--- src/rtl/data_mem_arbiter.sv ---
`default_nettype none
// ============================================================================
// Module   : data_mem_arbiter
// Purpose  : Two-port arbiter and access sequencer in front of the
//            byte-addressed data memory. Port 0 is the CPU load/store stage,
//            port 1 is the loader/debug master. Requests are serialised,
//            bounds-checked before any strobe is raised, and issued as clean
//            one-access strobe windows separated by a strobe-low gap.
// Ports    : clk, rst_n            clock, asynchronous active-low reset
//            reqN_*_i              request (valid/we/size/addr/wdata)
//            reqN_ready_o          request accepted this cycle
//            rspN_*_o              one-cycle response pulse, rdata, exc
//            mem_*_o / mem_rdata_i memory strobes, address, data
//            busy_o                sequencer not idle
//            stat_*_o              grant/fault counters (DMEM_ARB_STATS_EN only)
// Options  : `define DMEM_ARB_STATS_EN adds saturating 32-bit statistics.
// Revision : 1.0 - initial release
// ============================================================================
module data_mem_arbiter #(
    parameter int NUM_DATA      = 90,
    parameter int ACCESS_CYCLES = 2,
    parameter int CPU_PRIORITY  = 0
) (
    input  logic        clk,
    input  logic        rst_n,
    input  logic        req0_valid_i,
    input  logic        req0_we_i,
    input  logic [1:0]  req0_size_i,
    input  logic [63:0] req0_addr_i,
    input  logic [63:0] req0_wdata_i,
    input  logic        req1_valid_i,
    input  logic        req1_we_i,
    input  logic [1:0]  req1_size_i,
    input  logic [63:0] req1_addr_i,
    input  logic [63:0] req1_wdata_i,
    output logic        req0_ready_o,
    output logic        req1_ready_o,
    output logic        rsp0_valid_o,
    output logic [63:0] rsp0_rdata_o,
    output logic [1:0]  rsp0_exc_o,
    output logic        rsp1_valid_o,
    output logic [63:0] rsp1_rdata_o,
    output logic [1:0]  rsp1_exc_o,
    output logic        mem_write_o,
    output logic        mem_read_o,
    output logic [1:0]  mem_size_o,
    output logic [63:0] mem_addr_o,
    output logic [63:0] mem_wdata_o,
    input  logic [63:0] mem_rdata_i,
`ifdef DMEM_ARB_STATS_EN
    output logic [31:0] stat_grant0_o,
    output logic [31:0] stat_grant1_o,
    output logic [31:0] stat_fault_o,
`endif
    output logic        busy_o
);

    typedef enum logic [2:0] {
        S_IDLE   = 3'd0,
        S_CHECK  = 3'd1,
        S_ACCESS = 3'd2,
        S_GAP    = 3'd3,
        S_RESP   = 3'd4
    } state_e;

    localparam logic [3:0]  C_CNT_LOAD = 4'(ACCESS_CYCLES - 1);
    localparam logic [64:0] C_LIMIT    = 65'(NUM_DATA);

    state_e      state_q, state_d;
    logic        prio_q, prio_d;          // port that wins the next tie
    logic        port_q, port_d;
    logic        we_q, we_d;
    logic [1:0]  size_q, size_d;
    logic [63:0] addr_q, addr_d;
    logic [63:0] wdata_q, wdata_d;
    logic [3:0]  cnt_q, cnt_d;
    logic [63:0] rdata_q, rdata_d;
    logic [1:0]  exc_q, exc_d;

    logic        w_gnt0, w_gnt1;
    logic [3:0]  w_nbytes;
    logic [63:0] w_mask;
    logic [64:0] w_end;
    logic        w_fault;

    // Grants are only issued from IDLE; ready is held low while in reset
    // so that no output toggles before the block is released.
    always_comb begin
        w_gnt0 = 1'b0;
        w_gnt1 = 1'b0;
        if (rst_n && (state_q == S_IDLE)) begin
            if (req0_valid_i && req1_valid_i) begin
                if ((CPU_PRIORITY != 0) || !prio_q) w_gnt0 = 1'b1;
                else                                w_gnt1 = 1'b1;
            end else if (req0_valid_i) begin
                w_gnt0 = 1'b1;
            end else if (req1_valid_i) begin
                w_gnt1 = 1'b1;
            end
        end
    end

    always_comb begin
        case (size_q)
            2'b00:   begin w_nbytes = 4'd4; w_mask = 64'h0000_0000_FFFF_FFFF; end
            2'b01:   begin w_nbytes = 4'd2; w_mask = 64'h0000_0000_0000_FFFF; end
            2'b10:   begin w_nbytes = 4'd1; w_mask = 64'h0000_0000_0000_00FF; end
            default: begin w_nbytes = 4'd8; w_mask = 64'hFFFF_FFFF_FFFF_FFFF; end
        endcase
    end

    // 65-bit end address so that addresses near 2^64 cannot wrap into range.
    assign w_end   = {1'b0, addr_q} + 65'(w_nbytes);
    assign w_fault = addr_q[63] || (w_end > C_LIMIT);

    always_comb begin
        state_d = state_q;
        prio_d  = prio_q;
        port_d  = port_q;
        we_d    = we_q;
        size_d  = size_q;
        addr_d  = addr_q;
        wdata_d = wdata_q;
        cnt_d   = cnt_q;
        rdata_d = rdata_q;
        exc_d   = exc_q;
        case (state_q)
            S_IDLE: begin
                if (w_gnt0 || w_gnt1) begin
                    port_d  = w_gnt1;
                    prio_d  = w_gnt0;
                    we_d    = w_gnt1 ? req1_we_i    : req0_we_i;
                    size_d  = w_gnt1 ? req1_size_i  : req0_size_i;
                    addr_d  = w_gnt1 ? req1_addr_i  : req0_addr_i;
                    wdata_d = w_gnt1 ? req1_wdata_i : req0_wdata_i;
                    rdata_d = 64'd0;
                    exc_d   = 2'b00;
                    state_d = S_CHECK;
                end
            end
            S_CHECK: begin
                if (w_fault) begin
                    exc_d   = we_q ? 2'b01 : 2'b10;
                    rdata_d = 64'd0;
                    state_d = S_RESP;
                end else begin
                    cnt_d   = C_CNT_LOAD;
                    state_d = S_ACCESS;
                end
            end
            S_ACCESS: begin
                if (cnt_q == 4'd0) begin
                    if (!we_q) rdata_d = mem_rdata_i & w_mask;
                    state_d = S_GAP;
                end else begin
                    cnt_d = cnt_q - 4'd1;
                end
            end
            S_GAP:   state_d = S_RESP;
            S_RESP:  state_d = S_IDLE;
            default: state_d = S_IDLE;
        endcase
    end

    always_ff @(posedge clk or negedge rst_n) begin
        if (!rst_n) begin
            state_q <= S_IDLE;
            prio_q  <= 1'b0;
            port_q  <= 1'b0;
            we_q    <= 1'b0;
            size_q  <= 2'b00;
            addr_q  <= 64'd0;
            wdata_q <= 64'd0;
            cnt_q   <= 4'd0;
            rdata_q <= 64'd0;
            exc_q   <= 2'b00;
        end else begin
            state_q <= state_d;
            prio_q  <= prio_d;
            port_q  <= port_d;
            we_q    <= we_d;
            size_q  <= size_d;
            addr_q  <= addr_d;
            wdata_q <= wdata_d;
            cnt_q   <= cnt_d;
            rdata_q <= rdata_d;
            exc_q   <= exc_d;
        end
    end

    // Strobes decode directly from the state register so an asynchronous
    // reset removes them immediately.
    assign req0_ready_o = w_gnt0;
    assign req1_ready_o = w_gnt1;
    assign busy_o       = (state_q != S_IDLE);
    assign mem_write_o  = (state_q == S_ACCESS) &&  we_q;
    assign mem_read_o   = (state_q == S_ACCESS) && !we_q;
    assign mem_size_o   = size_q;
    assign mem_addr_o   = addr_q;
    assign mem_wdata_o  = wdata_q;
    assign rsp0_valid_o = (state_q == S_RESP) && !port_q;
    assign rsp1_valid_o = (state_q == S_RESP) &&  port_q;
    assign rsp0_rdata_o = rsp0_valid_o ? rdata_q : 64'd0;
    assign rsp1_rdata_o = rsp1_valid_o ? rdata_q : 64'd0;
    assign rsp0_exc_o   = rsp0_valid_o ? exc_q : 2'b00;
    assign rsp1_exc_o   = rsp1_valid_o ? exc_q : 2'b00;

`ifdef DMEM_ARB_STATS_EN
    logic [31:0] stat_grant0_q, stat_grant1_q, stat_fault_q;

    always_ff @(posedge clk or negedge rst_n) begin
        if (!rst_n) begin
            stat_grant0_q <= 32'd0;
            stat_grant1_q <= 32'd0;
            stat_fault_q  <= 32'd0;
        end else begin
            if (w_gnt0 && (stat_grant0_q != 32'hFFFF_FFFF)) stat_grant0_q <= stat_grant0_q + 32'd1;
            if (w_gnt1 && (stat_grant1_q != 32'hFFFF_FFFF)) stat_grant1_q <= stat_grant1_q + 32'd1;
            if ((state_q == S_CHECK) && w_fault && (stat_fault_q != 32'hFFFF_FFFF))
                stat_fault_q <= stat_fault_q + 32'd1;
        end
    end

    assign stat_grant0_o = stat_grant0_q;
    assign stat_grant1_o = stat_grant1_q;
    assign stat_fault_o  = stat_fault_q;
`endif

endmodule
`default_nettype wire

--- config.mk ---
export PLATFORM = sky130hd
export DESIGN_NAME = data_mem_arbiter
export DESIGN_NICKNAME = d
export VERILOG_FILES = /design/src/rtl/data_mem_arbiter.sv
export SDC_FILE = /design/constraint.sdc
export NUM_CORES = 1
export LEC_CHECK = 0
export BUFFER_PORTS_ARGS = -buffer_cell sky130_fd_sc_hd__buf_4
export CORE_AREA = 2 2 234 236
export DETAILED_ROUTE_END_ITERATION = 8
export DIE_AREA = 0 0 236 238
export GPL_TIMING_DRIVEN = 0
export REMOVE_ABC_BUFFERS = 1
export SKIP_CTS_REPAIR_TIMING = 1
export SLEW_MARGIN = 20
export SYNTH_ARGS = -nofsm -noshare
export SYNTH_HDL_FRONTEND = slang
export SYNTH_SLANG_ARGS = --single-unit
--- constraint.sdc ---
create_clock -name clk -period 5 [get_ports clk]
set_input_delay 1.25 -clock clk [delete_from_list [all_inputs] [get_ports clk]]
set_output_delay 1.25 -clock clk [all_outputs]
set_load 0.05 [all_outputs]
Word level (Yosys, flattened, before mapping)

Index checks and enable logic that the tools add are counted.

Register bits after elaboration: 206
Bits in latches: 0
Memory bits (writable): 0
Memory bits (read-only): 0
Bits of input ports: 330
Output and inout port bits: 269
Memories: 0

$add $sub $neg: 2
Multipliers: 0
Div/mod/pow operators: 0
Order comparisons: 1
Equality and inequality tests: 12
Shifts and indexed selects: 0
Muxes and demuxes: 35
Bitwise operators: 1
Reduce and logical (&&, ||, !) cells: 22

Operators by type and width:

| cell                                                            | count |
|---|---|
| two-way mux 64 bit                                              | 8 |
| case mux 64 bit (3 select lines)                                | 2 |
| adder 64 x 4 -> 65 bit                                          | 1 |
| greater-than comparator 65 x 7 -> 1 bit (second input constant) | 1 |
| AND 64 bit                                                      | 1 |
| two-way mux 2 bit                                               | 6 |
| case mux 3 bit (4 select lines)                                 | 1 |
| case mux 4 bit (3 select lines)                                 | 1 |
| two-way mux 1 bit                                               | 10 |
| != test 2 bit (second input constant)                           | 5 |
| two-way mux 3 bit                                               | 3 |
| two-way mux 4 bit                                               | 2 |
| case mux 4 bit (2 select lines)                                 | 1 |
| == test 3 x 2 -> 1 bit (second input constant)                  | 2 |
| logical AND 1 bit                                               | 6 |
| AND reduction 3 bit                                             | 2 |
| nonzero test 3 bit                                              | 2 |
| AND reduction 5 bit                                             | 1 |
| zero test 4 bit                                                 | 1 |
| case mux 2 bit (2 select lines)                                 | 1 |
| AND reduction 2 bit                                             | 2 |
| nonzero test 2 bit                                              | 2 |
| subtractor 4 x 1 -> 4 bit (second input constant)               | 1 |
| == test 3 x 1 -> 1 bit (second input constant)                  | 1 |
| other kinds (8)                                                 | 10 |

Logic depth before layout (Yosys ltp)

Gate-level depths: netlist (run 1).

Word-level depth: 7
Mapped depth: 16

Worst setup path before layout (run 1)

OpenSTA, ideal clock, no wires.

Path kind: register to register
From: reg size_q[0] (netlist: mem_size_o[0])
To: reg cnt_q[1]
Library setup time: 120 ps
Arrival: 3877 ps
Slack: 1003 ps
Stages on the path, launching flop included: 15
Period minus slack after synthesis: 3997 ps
Path through: dfrtp_1 > inv_1 > ha_1 > ha_1 > fa_1 > a211oi_2 > nor3_1 > a31o_2 > a21oi_1 > a21oi_1 > or4_4 > nor4_4 > nand3_2 > buf_6 > a31o_2

Cells in the longest elaborated chain, start to end: 7

Ends and longest elaborated chain:

| element                                   | line | text |
|---|---|---|
| start, declared                           | 73   | `logic [1:0] size_q, size_d;` |
| start signal, assigned                    | 182  | `size_q <= size_d;` |
| == test 2 bit (tied with other cells)     | 104  | `case (size_q)` |
| case mux 4 bit (3 select lines) *         | 104  |  |
| adder 64 x 4 -> 65 bit *                  | 113  | `assign w_end = {1'b0, addr_q} + 65'(w_nbytes);` |
| greater-than comparator 65 x 7 -> 1 bit * | 114  | `assign w_fault = addr_q[63] \|\| (w_end > C_LIMIT);` |
| logical OR 1 bit *                        | 114  |  |
| != test 2 bit (no line) *                 | -    |  |
| AND reduction 3 bit (no line) *           | -    |  |
| end signal, assigned                      | 185  | `cnt_q <= cnt_d;` |
| end, declared                             | 76   | `logic [3:0] cnt_q, cnt_d;` |

Every way passes the cells marked *; elsewhere a longest branch is shown, timed or not.
A chain may end at the register's enable or synchronous reset.

Worst setup path after layout (run 1)

From: in rst_n
To: out req1_ready_o

Cells in the longest elaborated chain, start to end: 2

Ends and longest elaborated chain:

| element           | line | text |
|---|---|---|
| start, declared   | 25   | `input logic rst_n,` |
| logical AND 1 bit | 91   | `if (rst_n && (state_q == S_IDLE)) begin` |
| two-way mux 1 bit | 91   |  |
| end, declared     | 37   | `output logic req1_ready_o,` |

No other way between the ends.

==> flow_metrics.py, run 1 <==
metrics = {
    "worst_setup_path": {
        "worst-r2r-cell-count": 13,
        "worst-endpoint-arrival_ns": 3.66,
        "r2r_start": "mem_size_o[0]",
        "endpoint_kind": "primary output",
        "timing_worst_setup_path_type": "input pin to primary output",
        "ff2ff_setup_slack_ns": 0.27,
        "worstPathRequired_ns": 3.75,
        "maximum_fanout_count_along_the_critical_path": 80,
        "worst_r2r_endpoint": "rdata_q[57]",
        "critical_path_source_type": "input pin",
    },
    "final_layout": {
        "final_net_count": 2423,
        "area_growth_from_synthesis_to_layout_pct": 51.1,
        "antenna_cells": 0,
        "layout-drive-gt1-share": 0.350,
        "layout.cells.most_common": "sky130_fd_sc_hd__buf_4",
        "layout.cells.most_common_list": "603 x sky130_fd_sc_hd__buf_4, 312 x sky130_fd_sc_hd__nand2_1, 205 x sky130_fd_sc_hd__dfrtp_1",
        "finish.cell_count_without_fillers": 2796,
        "final_core_utilization": 0.347,
    },
    "synthesis": {
        "synth.avg_cell_area_um2": 7.92,
        "async_reset_ff_frac": 1.00,
        "synth.distinct_cells": 72,
        "synth_compound_area_frac": 0.191,
        "synth_fa_ha_area_frac": 0.0128,
        "synth-simple-area-share": 0.292,
        "synth_cells": 1550,
        "synth.yosys.warnings": 0,
        "ys_ff_latch": 206,
        "multiplexer_share_of_the_synthesized_area": 0.00428,
        "synth_top_family_by_area": "simple AND/OR/NAND/NOR gates",
        "synth-main-ff-cell": "sky130_fd_sc_hd__dfrtp_1",
        "post_synth_instance_area_mm2": 0.0123,
        "synthXorXnorAreaFrac": 0.0150,
        "synth-edff-count": 0,
        "ys_seq_area_frac": 0.420,
    },
    "placement": {
        "dp_hpwl_um": 39900,
        "routabilityCongestion": 0.881,
        "numPortBuffers": 598,
        "place.detailed.instances": 2741,
    },
    "timing": {
        "setup_violations": 0,
        "clock_period_minus_final_worst_setup_slack_ns": 4.91,
        "grt_setup_unrepaired": "yes",
        "setup_tns_ns": 0,
        "timing.max_slew.rel_slack": 0.412,
        "hold_violations": 0,
        "fin_worst_skew_ns": 0.0108,
        "fin_hold_ws_ns": 0.533,
        "max_slew.worst_pin.slew_ns": 0.874,
        "timing.final.crit_share": 0.982,
        "clock.fmax_mhz": 204,
        "max_slew_violation_count": 0,
    },
    "global_route": {
        "grt_antenna_before_repair": 1,
        "grt_start_max_net_pins": 90,
        "global_route.usage.total": 0.176,
        "globalRouteOverflowTotal": 0,
        "grt_pass1_wl_um": 78600,
        "via_count_of_the_first_global_routing_pass": 13300,
    },
    "routing": {
        "vias_per_cell": 4.91,
        "antenna_violating_nets_post_route": 0,
        "total_routed_length_um": 53100,
        "wire_per_inst_um": 19.0,
        "first_pass_iters": 5,
        "drcViolationCount": 0,
        "route.vias.total": 13700,
        "iteration_0_drc_markers": 899,
    },
    "floorplan": {
        "pin_count": 599,
        "design.core.area_mm2": 0.0535,
        "floorplan.die_area_mm2": 0.0562,
        "vertical_extent_of_the_die_um": 238,
        "die_width_um": 236,
        "initial_core_util": 0.229,
        "floorplan.rows": 85,
    },
    "power_and_ir_drop": {
        "total_leakage_power_nw": 8.26,
        "design_power_total_w": 0.00975,
        "p_per_cell_area_mw_per_mm2": 526,
        "vdd.ir_drop.worst_mv": 0.326,
    },
    "clocking": {
        "clock_sinks": 206,
        "clkLatencyLatePin_ns": 0.54,
        "cts_tree": "yes",
        "clock_buffers_created_by_tritoncts": 26,
        "clkTransAtPathRegs_ns": 0.06,
        "root_buffer": "sky130_fd_sc_hd__clkbuf_16",
        "h_tree_depth_reported_by_cts": 1,
        "cts_max_path_buffers": 3,
    },
    "status": {
        "run_status": "complete, no violations",
    },
    "job": {
        "number_of_max_cap_violations": 0,
    },
    "worst_hold_path": {
        "holdCritPathClass": "flop to flop",
        "whs_path_depth": 1,
        "worst_min_delay_path_endpoint": "cnt_q[1]",
        "holdCritStartpoint": "cnt_q[1]",
    },
}
## metal layers
metal  vias to the layer above  track usage  part of all wire
li1                       6496            -                 -
met1                      6503        0.222              0.41
met2                       652        0.298              0.48
met3                        71       0.0363             0.077
met4                         0       0.0666             0.033
met5                         -            0                 0
## cell usage after synthesis, types with 5 or more instances
| cell | instances | area (um^2) |
|---|---|---|
| sky130_fd_sc_hd__nand2_1 | 313 | 1170 |
| sky130_fd_sc_hd__dfrtp_1 | 206 | 5150 |
| sky130_fd_sc_hd__nor2_1 | 164 | 616 |
| sky130_fd_sc_hd__a31oi_1 | 136 | 851 |
| sky130_fd_sc_hd__clkbuf_1 | 100 | 375 |
| sky130_fd_sc_hd__nor3_1 | 87 | 435 |
| sky130_fd_sc_hd__inv_1 | 79 | 297 |
| sky130_fd_sc_hd__and2_1 | 71 | 444 |
| sky130_fd_sc_hd__a22oi_1 | 65 | 488 |
| sky130_fd_sc_hd__o21ai_2 | 40 | 350 |
| sky130_fd_sc_hd__o21ai_0 | 37 | 185 |
| sky130_fd_sc_hd__nand4_1 | 33 | 206 |
| sky130_fd_sc_hd__nor4_1 | 24 | 150 |
| sky130_fd_sc_hd__nand3_1 | 22 | 110 |
| sky130_fd_sc_hd__a21oi_1 | 13 | 65.1 |
| sky130_fd_sc_hd__xnor2_1 | 12 | 105 |
| sky130_fd_sc_hd__ha_1 | 11 | 138 |
| sky130_fd_sc_hd__and3_1 | 9 | 56.3 |
| sky130_fd_sc_hd__xor2_1 | 9 | 78.8 |
| sky130_fd_sc_hd__buf_1 | 7 | 26.3 |
| sky130_fd_sc_hd__or3_1 | 7 | 43.8 |
| sky130_fd_sc_hd__and4_1 | 6 | 52.6 |
| sky130_fd_sc_hd__buf_6 | 6 | 67.6 |
| sky130_fd_sc_hd__a211oi_1 | 5 | 37.5 |
| sky130_fd_sc_hd__nand3b_1 | 5 | 37.5 |
## state kept, by name, summed over array words and instances, names as in the netlist
signal	flops
mem_addr_o	64
mem_wdata_o	64
rdata_q	64
cnt_q	4
state_q	3
exc_q	2
mem_size_o	2
port_q	1
prio_q	1
we_q	1
## layout make-up
cell class,count,area [um^2]
fillers,5595,34900
flip-flops and latches,206,5160
well taps,696,871
inverters,80,313
clock buffers,37,783
multi-input cells,1147,6400
repair buffers,620,4960
clock inverters,10,62.6
## cells by family after synthesis
logic type | after synthesis
multiplexers | 5
flip-flops | 206
XOR/XNOR | 21
AND/OR/NAND/NOR | 769
AO/OA/AOI/OAI | 339
buffers and inverters | 198
adder cells (fa/ha/maj) | 12
## worst max-delay path by stage
stage	to	startpoint
2_1_floorplan	req1_ready_o	rst_n
6_report	req1_ready_o	rst_n
3_3_place_gp	req1_ready_o	rst_n
3_5_place_dp	req1_ready_o	rst_n
4_1_cts	req1_ready_o	rst_n
5_1_grt	req1_ready_o	rst_n
## critical path, stage by stage
cell                       delay (ns)
sky130_fd_sc_hd__buf_8           0.27
sky130_fd_sc_hd__buf_16          0.26
sky130_fd_sc_hd__inv_1           0.10
sky130_fd_sc_hd__nor2_2          0.24
sky130_fd_sc_hd__nand3_4         0.22
sky130_fd_sc_hd__buf_16          0.25
sky130_fd_sc_hd__clkinv_8        0.27
sky130_fd_sc_hd__buf_16          0.30
sky130_fd_sc_hd__buf_4           0.27
## per-stage QoR
| step | setup slack (ns) | instance area [um^2] |
|---|---|---|
| 2_1_floorplan | -3.26 | 11800 |
| 3_3_place_gp | -9.67 | 17100 |
| 3_5_place_dp | -0.506 | 17600 |
| 4_1_cts | -0.508 | 18400 |
| 5_1_grt | -0.0594 | 18500 |
| 6_report | 0.0900 | 18500 |
## power by group
group | leakage [nW] | total, W | internal [W] | switching [W]
Combinational | 5.37 | 0.00495 | 0.00157 | 0.00337
Clock | 0.419 | 0.00186 | 0.00109 | 0.000771
Sequential | 2.48 | 0.00295 | 0.00214 | 0.000806
Total | 8.26 | 0.00975 | 0.00480 | 0.00495
Note: power is estimated with default switching activity, not from simulation.
==> run 2: changes to the inputs <==
--- a/config.mk
+++ b/config.mk
@@ -10,7 +10,6 @@
 export DETAILED_ROUTE_END_ITERATION = 8
 export DIE_AREA = 0 0 236 238
 export GPL_TIMING_DRIVEN = 0
-export REMOVE_ABC_BUFFERS = 1
 export SKIP_CTS_REPAIR_TIMING = 1
 export SLEW_MARGIN = 20
 export SYNTH_ARGS = -nofsm -noshare
==> constraint.sdc (replaced) <==
create_clock -name clk -period 5 [get_ports clk]
set_input_delay 1.25 -clock clk [delete_from_list [all_inputs] [get_ports clk]]
set_output_delay 1.25 -clock clk [all_outputs]
set_load 0.01 [all_outputs]
==> flow_metrics.py, run 2 (synthesis gave the netlist of run 1 again) <==
metrics = {
    "status": {
        "run_status": "complete, no violations",
    },
    "timing": {
        "hold_violations": 0,
        "setup_violations": 0,
        "timing.final.ws_setup_ns": 0.340,
        "timing.max_slew.rel_slack": 0.382,
        "fin_worst_skew_ns": 0.0225,
        "max_slew.worst_pin.slew_ns": 0.926,
        "timing.final.crit_share": 0.932,
        "clock.fmax_mhz": 215,
        "clock_period_minus_final_worst_setup_slack_ns": 4.66,
        "grt_setup_unrepaired": "no",
        "max_slew_violation_count": 0,
        "fin_hold_ws_ns": 0.532,
    },
    "power_and_ir_drop": {
        "netSwitchingPower_w": 0.00361,
        "design_internal_power_w": 0.00483,
        "clock_power_share": 0.230,
        "vdd.ir_drop.worst_mv": 0.276,
        "total_leakage_power_nw": 8.25,
        "p_sw_frac": 0.427,
        "power_frac_seq": 0.335,
        "combinationalPowerShare": 0.435,
        "design_power_total_w": 0.00844,
        "p_per_cell_area_mw_per_mm2": 454,
    },
    "worst_setup_path": {
        "critical_path_buf_inv_count": 3,
        "worst_r2r_endpoint": "rdata_q[62]",
        "crit_path_start": "mem_size_o[0]",
        "maximum_single_stage_delay_on_the_critical_path_ns": 0.51,
        "top_family_by_delay_on_critical_path": "simple AND/OR/NAND/NOR gates",
        "timing_worst_setup_path_type": "flop to flop",
        "critical_path_source_type": "flop",
        "ff2ff_setup_slack_ns": 0.34,
        "timing.critical_path.to": "rdata_q[62]",
        "crit_cells": 15,
        "worst-r2r-cell-count": 15,
        "cp_cell_sequence": "inv_1 -> ha_1 -> ha_1 -> fa_1 -> a211oi_4 -> nor2_1 -> and4_1 -> clkbuf_1 -> xnor2_1 -> o31ai_1 -> nor4_1 -> and4b_1 -> nand3_2 -> clkbuf_1 -> o21ai_0",
        "worst-endpoint-arrival_ns": 5.13,
        "r2r_start": "mem_size_o[0]",
        "worstPathRequired_ns": 5.47,
        "cpMaxStageDelayCell": "sky130_fd_sc_hd__dfrtp_1",
        "maximum_fanout_count_along_the_critical_path": 10,
        "endpoint_kind": "flop",
    },
    "placement": {
        "numPortBuffers": 598,
        "routabilityCongestion": 0.906,
        "place_worst_setup_slack_ns": -0.432,
        "place.detailed.instances": 2846,
        "dp_hpwl_um": 47500,
    },
    "routing": {
        "wire_per_inst_um": 20.5,
        "drcViolationCount": 0,
        "total_routed_length_um": 59200,
        "iteration_0_drc_markers": 870,
        "vias_per_cell": 4.92,
        "first_pass_iters": 8,
        "antenna_violating_nets_post_route": 0,
        "route.vias.total": 14200,
    },
    "synthesis": {
        "syn_nets": 1892,
    },
    "final_layout": {
        "finish.cell_count_without_fillers": 2894,
        "register_area_mm2": 0.00515,
        "area_growth_from_synthesis_to_layout_pct": 51.6,
        "layout.cells.most_common": "sky130_fd_sc_hd__buf_4",
        "final_core_utilization": 0.348,
        "final_net_count": 2518,
        "layout.cells.most_common_list": "597 x sky130_fd_sc_hd__buf_4, 313 x sky130_fd_sc_hd__nand2_1, 206 x sky130_fd_sc_hd__dfrtp_1",
        "layout-drive-gt1-share": 0.327,
        "multi_input_gate_area_in_the_final_layout_mm2": 0.00635,
        "layout_fillers": 5658,
    },
    "global_route": {
        "grt_start_max_net_pins": 94,
        "grt_pass1_wl_um": 88100,
        "global_route.usage.total": 0.201,
        "via_count_of_the_first_global_routing_pass": 14500,
        "globalRouteOverflowTotal": 0,
        "grt_antenna_before_repair": 8,
    },
    "floorplan": {
        "floorplan.die_area_mm2": 0.0562,
        "vertical_extent_of_the_die_um": 238,
        "design.core.area_mm2": 0.0535,
        "floorplan.rows": 85,
        "die_width_um": 236,
        "pin_count": 599,
        "initial_core_util": 0.229,
    },
    "clocking": {
        "clock_sinks": 206,
        "cts_max_path_buffers": 3,
        "h_tree_depth_reported_by_cts": 1,
        "cts_tree": "yes",
        "root_buffer": "sky130_fd_sc_hd__clkbuf_16",
        "clkTransAtPathRegs_ns": 0.06,
        "clock_buffers_created_by_tritoncts": 25,
        "clkLatencyLatePin_ns": 0.56,
    },
    "job": {
        "number_of_max_cap_violations": 0,
    },
    "worst_hold_path": {
        "holdCritPathClass": "flop to flop",
    },
}
run 2: changes by cell type in the layout (fill, tap and decap cells not counted), moves of 4 or more:
cell and change:
sky130_fd_sc_hd__buf_16 -10, sky130_fd_sc_hd__diode_2 +4, sky130_fd_sc_hd__buf_4 -6, sky130_fd_sc_hd__buf_6 +6, sky130_fd_sc_hd__clkbuf_1 +99, sky130_fd_sc_hd__buf_2 +4
sky130_fd_sc_hd__buf_1 +7
run 2: worst register-to-register path: stages (launching register included):
cell,delay [ns]
sky130_fd_sc_hd__dfrtp_1,0.51
sky130_fd_sc_hd__inv_1,0.14
sky130_fd_sc_hd__ha_1,0.22
sky130_fd_sc_hd__ha_1,0.22
sky130_fd_sc_hd__fa_1,0.47
sky130_fd_sc_hd__a211oi_4,0.48
sky130_fd_sc_hd__nor2_1,0.25
sky130_fd_sc_hd__and4_1,0.23
sky130_fd_sc_hd__clkbuf_1,0.20
sky130_fd_sc_hd__xnor2_1,0.29
sky130_fd_sc_hd__o31ai_1,0.18
sky130_fd_sc_hd__nor4_1,0.27
sky130_fd_sc_hd__and4b_1,0.42
sky130_fd_sc_hd__nand3_2,0.18
sky130_fd_sc_hd__clkbuf_1,0.29
sky130_fd_sc_hd__o21ai_0,0.24
run 2: final cells by class:
class                   instances  area share
diodes                          4    0.000538
flip-flops and latches        206       0.277
repair buffers                600       0.245
clock buffers                  36      0.0402
multi-input cells            1146       0.341
inverters                      80      0.0163
well taps                     696      0.0468
plain buffers                 117      0.0264
clock inverters                 9     0.00666
run 2: metal layers:
metal	vias to the layer above	wire length (um)	GRT usage
li1	6706	-	-
met1	6800	23000	0.232
met2	639	30300	0.371
met3	86	4200	0.0416
met4	0	1750	0.0656
met5	-	0	0
run 2: worst min path at each step:
stage               slack, ns        start     endpoint  depth (start not counted)
finish                   0.53  rdata_q[20]  rdata_q[20]                          2
global route             0.56       prio_q       prio_q                          1
CTS                      0.51       prio_q       prio_q                          1
detailed placement       0.50       prio_q       prio_q                          1
global placement         0.48       prio_q       prio_q                          1
floorplan                0.46       prio_q       prio_q                          1
run 2: stage by stage:
step,area (um^2),setup TNS (ns)
after floorplan,12300,0
after global placement,17600,-211.63
after detailed placement,17700,-12.61
after CTS,18600,-0.191
after global routing,18600,0
final,18600,0
run 2: power groups by stage:
| stage | Sequential, W | Combinational [W] | Clock [W] |
|---|---|---|---|
| floorplan | 0.00278 | 0.00173 | 0 |
| global placement | 0.00284 | 0.00363 | 0 |
| detailed placement | 0.00285 | 0.00366 | 0 |
| CTS | 0.00284 | 0.00368 | 0.00200 |
| global route | 0.00290 | 0.00401 | 0.00206 |
| finish | 0.00282 | 0.00367 | 0.00194 |
